--- src/rtl/hazard_stall_unit.sv ---
// hazard_stall_unit: stall/flush control for the F/D/E/M/W pipeline.
// Covers the hazards forwarding cannot hide: load-use, taken branch,
// PC-writing instructions (fetch drain) and multi-cycle data-memory waits,
// plus a sticky watchdog for a data memory that never answers.
// Optional build macro: HAZARD_PERF_CNT_EN enables the stall_F cycle counter
// on stall_count; without it stall_count is tied to zero.
module hazard_stall_unit #(
  parameter int REG_W       = 4,
  parameter int PC_DRAIN    = 3,
  parameter int MEM_TIMEOUT = 255
) (
  input  logic             clk,
  input  logic             rst,
  input  logic [REG_W-1:0] RegA_D,
  input  logic [REG_W-1:0] RegB_D,
  input  logic [REG_W-1:0] Rd_E,
  input  logic             memtoreg_E,
  input  logic             regw_e,
  input  logic             pcwrite_D,
  input  logic             branch_taken_E,
  input  logic             memreq_M,
  input  logic             mem_ready,
  output logic             stall_F,
  output logic             stall_D,
  output logic             stall_E,
  output logic             stall_M,
  output logic             flush_D,
  output logic             flush_E,
  output logic             mem_error,
  output logic [15:0]      stall_count
);

  localparam int              DRAIN_W    = (PC_DRAIN < 2) ? 1 : $clog2(PC_DRAIN + 1);
  localparam logic [DRAIN_W-1:0] DRAIN_INIT = DRAIN_W'(PC_DRAIN);
  localparam logic [DRAIN_W-1:0] DRAIN_ONE  = DRAIN_W'(1);
  localparam logic [7:0]      TMO_MAX    = 8'(MEM_TIMEOUT);

  typedef enum logic [1:0] {
    S_RUN      = 2'd0,
    S_MEM_WAIT = 2'd1,
    S_PC_WAIT  = 2'd2
  } state_t;

  state_t               state;
  state_t               state_nxt;
  logic [DRAIN_W-1:0]   drain_cnt;
  logic [DRAIN_W-1:0]   drain_nxt;
  logic [7:0]           tmo_cnt;
  logic                 err_flag;
  logic [15:0]          perf_cnt;

  logic                 frozen;
  logic                 load_use;
  logic                 pc_mode;

  // Watchdog counter increment, pinned at the timeout value so it never wraps.
  function automatic logic [7:0] tmo_inc(input logic [7:0] x);
    if (x >= TMO_MAX) begin
      return TMO_MAX;
    end
    return x + 8'd1;
  endfunction

  // Hazard detection shared by next-state and output logic.
  assign frozen   = memreq_M & ~mem_ready;
  assign load_use = memtoreg_E & regw_e & ((Rd_E == RegA_D) | (Rd_E == RegB_D));
  // Leaving MEM_WAIT with drain cycles outstanding resumes the PC drain in
  // the very cycle memory answers, so fetch is never released early.
  assign pc_mode  = (state == S_PC_WAIT) | ((state == S_MEM_WAIT) & (drain_cnt != '0));

  // State register and drain counter.
  always_ff @(posedge clk or negedge rst) begin
    if (!rst) begin
      state     <= S_RUN;
      drain_cnt <= '0;
    end else begin
      state     <= state_nxt;
      drain_cnt <= drain_nxt;
    end
  end

  // Next-state: a memory freeze pre-empts everything and holds the drain count.
  always_comb begin
    state_nxt = state;
    drain_nxt = drain_cnt;
    if (frozen) begin
      state_nxt = S_MEM_WAIT;
    end else if (pc_mode) begin
      if (drain_cnt == '0 || drain_cnt == DRAIN_ONE) begin
        drain_nxt = '0;
        state_nxt = S_RUN;
      end else begin
        drain_nxt = drain_cnt - DRAIN_ONE;
        state_nxt = S_PC_WAIT;
      end
    end else begin
      // RUN, or a MEM_WAIT exit with nothing left to drain, behaves as RUN.
      state_nxt = S_RUN;
      // A squashed (branch) or stalled (load-use) PC write must not start a drain.
      if (!branch_taken_E && !load_use && pcwrite_D) begin
        state_nxt = S_PC_WAIT;
        drain_nxt = DRAIN_INIT;
      end
    end
  end

  // Output decode; everything is held low while reset is asserted.
  always_comb begin
    stall_F     = 1'b0;
    stall_D     = 1'b0;
    stall_E     = 1'b0;
    stall_M     = 1'b0;
    flush_D     = 1'b0;
    flush_E     = 1'b0;
    mem_error   = 1'b0;
    stall_count = '0;
    if (rst) begin
      mem_error   = err_flag;
      stall_count = perf_cnt;
      if (frozen) begin
        stall_F = 1'b1;
        stall_D = 1'b1;
        stall_E = 1'b1;
        stall_M = 1'b1;
      end else if (pc_mode) begin
        stall_F = 1'b1;
        flush_D = 1'b1;
        flush_E = branch_taken_E;
      end else if (branch_taken_E) begin
        // The D instruction is squashed, so a coincident load-use is moot.
        flush_D = 1'b1;
        flush_E = 1'b1;
      end else if (load_use) begin
        stall_F = 1'b1;
        stall_D = 1'b1;
        flush_E = 1'b1;
      end
    end
  end

  // Memory watchdog: counts consecutive frozen cycles, latches a sticky error.
  always_ff @(posedge clk or negedge rst) begin
    if (!rst) begin
      tmo_cnt  <= '0;
      err_flag <= 1'b0;
    end else if (frozen) begin
      tmo_cnt <= tmo_inc(tmo_cnt);
      if (tmo_inc(tmo_cnt) == TMO_MAX) begin
        err_flag <= 1'b1;
      end
    end else begin
      tmo_cnt <= '0;
    end
  end

`ifdef HAZARD_PERF_CNT_EN
  // Saturating 16-bit increment for the performance counter.
  function automatic logic [15:0] sat_inc16(input logic [15:0] x);
    if (x == 16'hFFFF) begin
      return x;
    end
    return x + 16'd1;
  endfunction

  // Performance counter: one tick per cycle with fetch stalled, any cause.
  always_ff @(posedge clk or negedge rst) begin
    if (!rst) begin
      perf_cnt <= '0;
    end else if (stall_F) begin
      perf_cnt <= sat_inc16(perf_cnt);
    end
  end
`else
  assign perf_cnt = '0;
`endif

endmodule

--- config.mk ---
export PLATFORM = sky130hd
export DESIGN_NAME = hazard_stall_unit
export DESIGN_NICKNAME = d
export VERILOG_FILES = /design/src/rtl/hazard_stall_unit.sv
export SDC_FILE = /design/constraint.sdc
export NUM_CORES = 1
export LEC_CHECK = 0
export CAP_MARGIN = 10
export CORE_MARGIN = 4
export CORE_UTILIZATION = 42
export CTS_CLUSTER_DIAMETER = 40
export DETAILED_ROUTE_END_ITERATION = 10
export PLACE_DENSITY_LB_ADDON = 0.3
export SYNTH_ARGS = -nofsm -noshare
export SYNTH_HDL_FRONTEND = slang
export SYNTH_SLANG_ARGS = --single-unit
export TNS_END_PERCENT = 30
--- constraint.sdc ---
create_clock -name clk -period 3.4 [get_ports clk]
set_input_delay 0.34 -clock clk [delete_from_list [all_inputs] [get_ports clk]]
set_output_delay 0.34 -clock clk [all_outputs]
set_load 0.1 [all_outputs]
==> impl_metrics.toml, run 1 <==
[grt]
antenna_found_initial = 0
met2_usage_pct = 22.44
top_usage_layer = "met2"
grt_pass1_vias = 790
overflow = 0
globalRouteMet3Util_pct = 5.057
grtUsageMet1_pct = 16.17
grtUsageTotal_pct = 13.54
grt_pass1_wl_mm = 3.408
grt_max_degree = 13

[setup_path]
cp_data_required_time_ns = 3.06
end_kind = "output pin"
arrival_ns = 2.13
crit_fanout = 12
startpoint_type = "input port"
cp_cell_sequence = "clkdlybuf4s50_1 > nand2b_1 > clkinv_1 > o31a_1 > buf_4"
cp_slowest_stage_delay_ns = 0.45
crit_slowest_cell = "clkdlybuf4s50_1"
setup.worst_path.class = "in -> out"

[pwr]
power_uw = 530.5
p_leak_nw = 0.5580
cellPowerDensity_nw_per_um2 = 438.9
peakVddDrop_mv = 0.3200

[placed_design]
hpwl_mm = 1.621
post-place-ws_ns = 0.9070
place_congestion = 0.7600
port-buffer-count = 26

[clock_tree]
cts.htree.levels = 1
numCtsBuffers = 3
post-cts-setup-buffer-count = 0
clock-sinks = 13
cts_resized = 0
clock_latency_ns = 0.28
cts_root_buf = "clkbuf_4"
ctsHoldBuffers = 0
cts_tree = "yes"
cts_buffer_depth = 2
clkTransAtPathRegs_ns = 0.08

[yosys]
synthDistinctLibCells = 38
synth_most_common_cell = "buf_4"
synth_top_area_cell = "dfrtp_1"
synthTopCellsByArea = "dfrtp_1, buf_4, xor2_1"
yosys_warnings = 0
syn_inst = 109
async_flop_share_pct = 100.0
synth_edf_count = 0
synth_common_cells = "buf_4, dfrtp_1, a21oi_1"
synthesis.area_um2 = 989.7
synthFlopType = "dfrtp_1"
ys_seq_area_share_pct = 32.87
synth_top_area_share_pct = 32.87
synth-seq-cells = 13
synth.avg_cell_area_um2 = 9.080

[floorplan]
coreArea_um2 = 2233
rows = 17
dieArea_um2 = 3197
ios = 43
die_width_um = 56.55
die_h_um = 56.55
start_util_pct = 44.31

[final_layout]
drive_above_1_share_pct = 13.33
fin_util_pct = 54.12
nFillCells = 222
area_delta_synth_final_pct = 22.12
num_antenna_cells = 0
seqCellArea_um2 = 325.3
multi_input_area_um2 = 559.3
fin_nets = 157

[sta]
period_needed_ns = 2.469
hold_viol_final = 0
skew_ns = 0.002444
report.final.slew_viol_count = 0
finalSetupTns_ns = 0
fin_crit_sh_pct = 72.63
final-setup-viol-count = 0
worst_hold_slack_ns = 0.3567
rsz0062_at_grt = "false"
fmax_mhz = 405.0
worst_slack_ns = 0.9306

[drt]
wl_mm = 2.021
vias = 818
ant_nets = 0
drt_iter0_markers = 15
drt_first_pass_iters = 4
wl_per_cell_um = 12.40
vias_per_cell = 5.018
drc = 0

[run]
drv_cap = 0

[status]
status = "complete, no violations"

[min_path]
holdCritPathClass = "in -> async"
==> cells in the final DEF, fill, tap and decap left out, types with 2 or more instances in the layout <==
master,n
inv_1,2
and2_1,3
o211a_1,2
and3_1,2
conb_1,16
o21ai_0,4
nand2b_1,2
a31oi_1,2
nor3_1,2
clkbuf_4,3
xor2_1,8
nor4_1,2
a21oi_1,9
nand2_1,6
nor2_1,7
buf_4,8
xnor2_1,3
clkdlybuf4s50_1,19
o21bai_1,2
dfrtp_1,13
nand3_1,2
==> per-stage QoR <==
step	cell area, um2	std cells
2_1_floorplan	1046	124
3_3_place_gp	1181	159
3_5_place_dp	1181	159
4_1_cts	1209	163
5_1_grt	1209	163
6_report	1209	163
==> cells by family after synthesis <==
| kind of cell | after synthesis | synth area share [%] |
|---|---|---|
| compound gates | 27 | 19.47 |
| xor+xnor | 11 | 9.735 |
| fa+ha+maj | 1 | 1.264 |
| buf+inv | 23 | 16.31 |
| flops | 13 | 32.87 |
| mux | 2 | 3.287 |
| other cells | 1 | 0.3789 |
| simple gates | 31 | 16.69 |
==> flip-flops by register name, summed over array words and instances (netlist names) <==
signal and count:
tmo_cnt 8, state 2, err_flag 1, drain_cnt 2
==> per-layer routing <==
layer / up-vias / share of wire, %
li1: 401 / -
met3: 2 / 8.1
met2: 31 / 48
met1: 384 / 43
met4: 0 / 1.0
met5: - / 0
==> area by class of cell <==
type / count / area share, %
Timing Repair Buffer: 27 / 20.70
Inverter: 3 / 0.9317
Clock inverter: 1 / 0.4141
Clock buffer: 3 / 1.863
Multi-Input combinational cell: 88 / 46.27
Sequential cell: 13 / 26.92
Tap cell: 28 / 2.899
==> critical path, delay by kind of cell <==
| kind | cells | cell delay [ns] |
|---|---|---|
| buf+inv | 3 | 1.04 |
| simple gates | 1 | 0.38 |
| compound gates | 1 | 0.37 |
==> worst paths after layout <==
path	slack, ns	endpoint	start	cells past startpoint
max	0.93	stall_F	mem_ready	5
min reg2reg	0.47	err_flag$_DFFE_PN0P_	err_flag$_DFFE_PN0P_	1
min	0.36	tmo_cnt[3]$_DFF_PN0_	rst	1
min in group clk	0.47	err_flag$_DFFE_PN0P_	err_flag$_DFFE_PN0P_	1
max in group asynchronous	2.56	tmo_cnt[5]$_DFF_PN0_	rst	2
max reg2reg	1.74	err_flag$_DFFE_PN0P_	tmo_cnt[0]$_DFF_PN0_	6
==> where the power goes <==
group	total (mW)	switching [mW]	internal, mW
registers	0.189	0.0177	0.172
logic	0.242	0.179	0.0633
clock network	0.0987	0.0550	0.0437
total	0.531	0.252	0.279
Power figures use the tool's default switching activity.
==> run 2: changes to the inputs <==
clock period = 2.5 ns   (was 3.4 ns; I/O delays follow)
==> run 2 against run 1 <==
Effect of this change:
- sequential share of layout area decreased by 2.0 points
- via count decreased by 3.5%
- register-to-register slack got worse by 0.86 ns
- largest power group unchanged
- critical path depth increased by 2
- utilization increased by 4.3 points
- sequential power increased by 35%
- count of clock-buffer cells in the layout unchanged
- final area increased by 7.9%
- global-route usage increased by 0.17 points
- sequential cell count unchanged
- total power increased by 40%
==> impl_metrics.toml, run 2 (synthesis gave the netlist of run 1 again) <==
[status]
status = "complete, no violations"

[drt]
drc = 0
wl_mm = 1.972
ant_nets = 0
drt_iter0_markers = 17
wl_per_cell_um = 12.02
drt_first_pass_iters = 4
vias_per_cell = 4.811
vias = 789

[final_layout]
multi_input_area_um2 = 559.3
nFillCells = 207
fin_cells = 164
num_antenna_cells = 0
final_common_cell = "clkdlybuf4s50_1"
largest-register = "tmo_cnt"
area_delta_synth_final_pct = 31.73
final_cell_mix = "clkdlybuf4s50_1, conb_1, dfrtp_1"
largestRegisters = "tmo_cnt: 8 flops, drain_cnt: 2 flops, state: 2 flops"
drive_above_1_share_pct = 13.97
fin_nets = 158
largest_reg_flops = 8
seqCellArea_um2 = 325.3

[floorplan]
dieArea_um2 = 3197
die_width_um = 56.55
start_util_pct = 44.31
die_h_um = 56.55
ios = 43
rows = 17
coreArea_um2 = 2233

[setup_path]
cp_slowest_stage_delay_ns = 0.45
crit_fanout = 6
end_kind = "output pin"
cp_cell_sequence = "clkdlybuf4s50_1 > xor2_1 > nor4_1 > o211ai_2 > nor2_1 > o211a_1 > buf_12"
crit_slowest_cell = "clkdlybuf4s50_1"
arrival_ns = 1.94
cp_data_required_time_ns = 2.25
setup.worst_path.class = "in -> out"
startpoint_type = "input port"

[sta]
period_needed_ns = 2.186
finalSetupTns_ns = 0
report.final.slew_viol_count = 0
hold_viol_final = 0
fmax_mhz = 457.4
skew_ns = 0.002802
final-setup-viol-count = 0
rsz0062_at_grt = "false"
fin_crit_sh_pct = 87.45

[grt]
grt_max_degree = 12
overflow = 0
grt_pass1_vias = 802
globalRouteMet3Util_pct = 5.287
top_usage_layer = "met2"
met2_usage_pct = 22.28
grt_pass1_wl_mm = 3.491
grtUsageTotal_pct = 13.71
grtUsageMet1_pct = 16.67
antenna_found_initial = 0

[placed_design]
hpwl_mm = 1.628
port-buffer-count = 26
place_congestion = 0.8307
dp_cells = 160

[clock_tree]
cts_resized = 0
cts_buffer_depth = 2
post-cts-setup-buffer-count = 0
clock_latency_ns = 0.28
cts.htree.levels = 1
clkTransAtPathRegs_ns = 0.08
cts_root_buf = "clkbuf_4"
numCtsBuffers = 3
clock-sinks = 13
ctsHoldBuffers = 0
cts_tree = "yes"

[min_path]
holdCritPathClass = "in -> async"

[pwr]
cellPowerDensity_nw_per_um2 = 569.0
peakVddDrop_mv = 0.3987
p_leak_nw = 0.5852

[run]
drv_cap = 0
-- run 2: cell types whose count changed in the layout (fill, tap and decap cells not counted), sizes merged --
| cell | before | now |
|---|---|---|
| buf | 8 | 9 |
-- run 2: metrics by stage --
| step | utilization (%) | cell area (um2) | hold WS [ns] | setup WS, ns | power [mW] |
|---|---|---|---|---|---|
| 5_1_grt | 58.38 | 1304 | 0.2983 | 0.1922 | 0.7880 |
| 3_3_place_gp | 57.14 | 1276 | 0.4516 | 0.3418 | 0.6119 |
| 4_1_cts | 58.38 | 1304 | 0.2774 | 0.3007 | 0.7489 |
| 6_report | 58.38 | 1304 | 0.2707 | 0.3138 | 0.7418 |
| 3_5_place_dp | 57.14 | 1276 | 0.4623 | 0.3026 | 0.6162 |
| 2_1_floorplan | - | 1046 | -0.04559 | 0.4661 | 0.5376 |
-- run 2: path summary, 6_finish.rpt --
check / depth (start not counted) / slack (ns) / start / end
min in group clk: 1 / 0.48 / err_flag$_DFFE_PN0P_ / err_flag$_DFFE_PN0P_
hold / removal: 1 / 0.27 / rst / tmo_cnt[3]$_DFF_PN0_
setup / recovery: 7 / 0.31 / Rd_E[1] / flush_E
max in group asynchronous: 2 / 1.75 / rst / tmo_cnt[7]$_DFF_PN0_
setup reg to reg: 6 / 0.88 / tmo_cnt[0]$_DFF_PN0_ / err_flag$_DFFE_PN0P_
hold reg to reg: 1 / 0.48 / err_flag$_DFFE_PN0P_ / err_flag$_DFFE_PN0P_
-- run 2: routing by layer --
metal / share of wire [%] / vias up / routed length, um
met5: 0 / - / 0
met4: 0.91 / 0 / 18
met3: 8.0 / 2 / 157
met2: 47 / 29 / 932
met1: 44 / 353 / 865
li1: - / 405 / -
-- run 2: power by group --
part / leakage, nW / total [mW] / internal (mW) / switching, mW
clock: 0.0177 / 0.131 / 0.0594 / 0.0712
sequential: 0.175 / 0.255 / 0.234 / 0.0213
combinational: 0.393 / 0.356 / 0.108 / 0.248
-- run 2: worst max-delay path: cells and delay by family --
family / cells / cell delay (ns)
simple gates: 2 / 0.49
compound gates: 2 / 0.39
buf+inv: 2 / 0.63
xor+xnor: 1 / 0.18
-- run 2: final cells by class --
type                    count  share of cell area [%]
clock buffers               3                   1.727
clock inverters             1                  0.3839
inverters                   3                  0.8637
multi-input cells          88                   42.90
flip-flops and latches     13                   24.95
well taps                  28                   2.687
repair buffers             28                   26.49
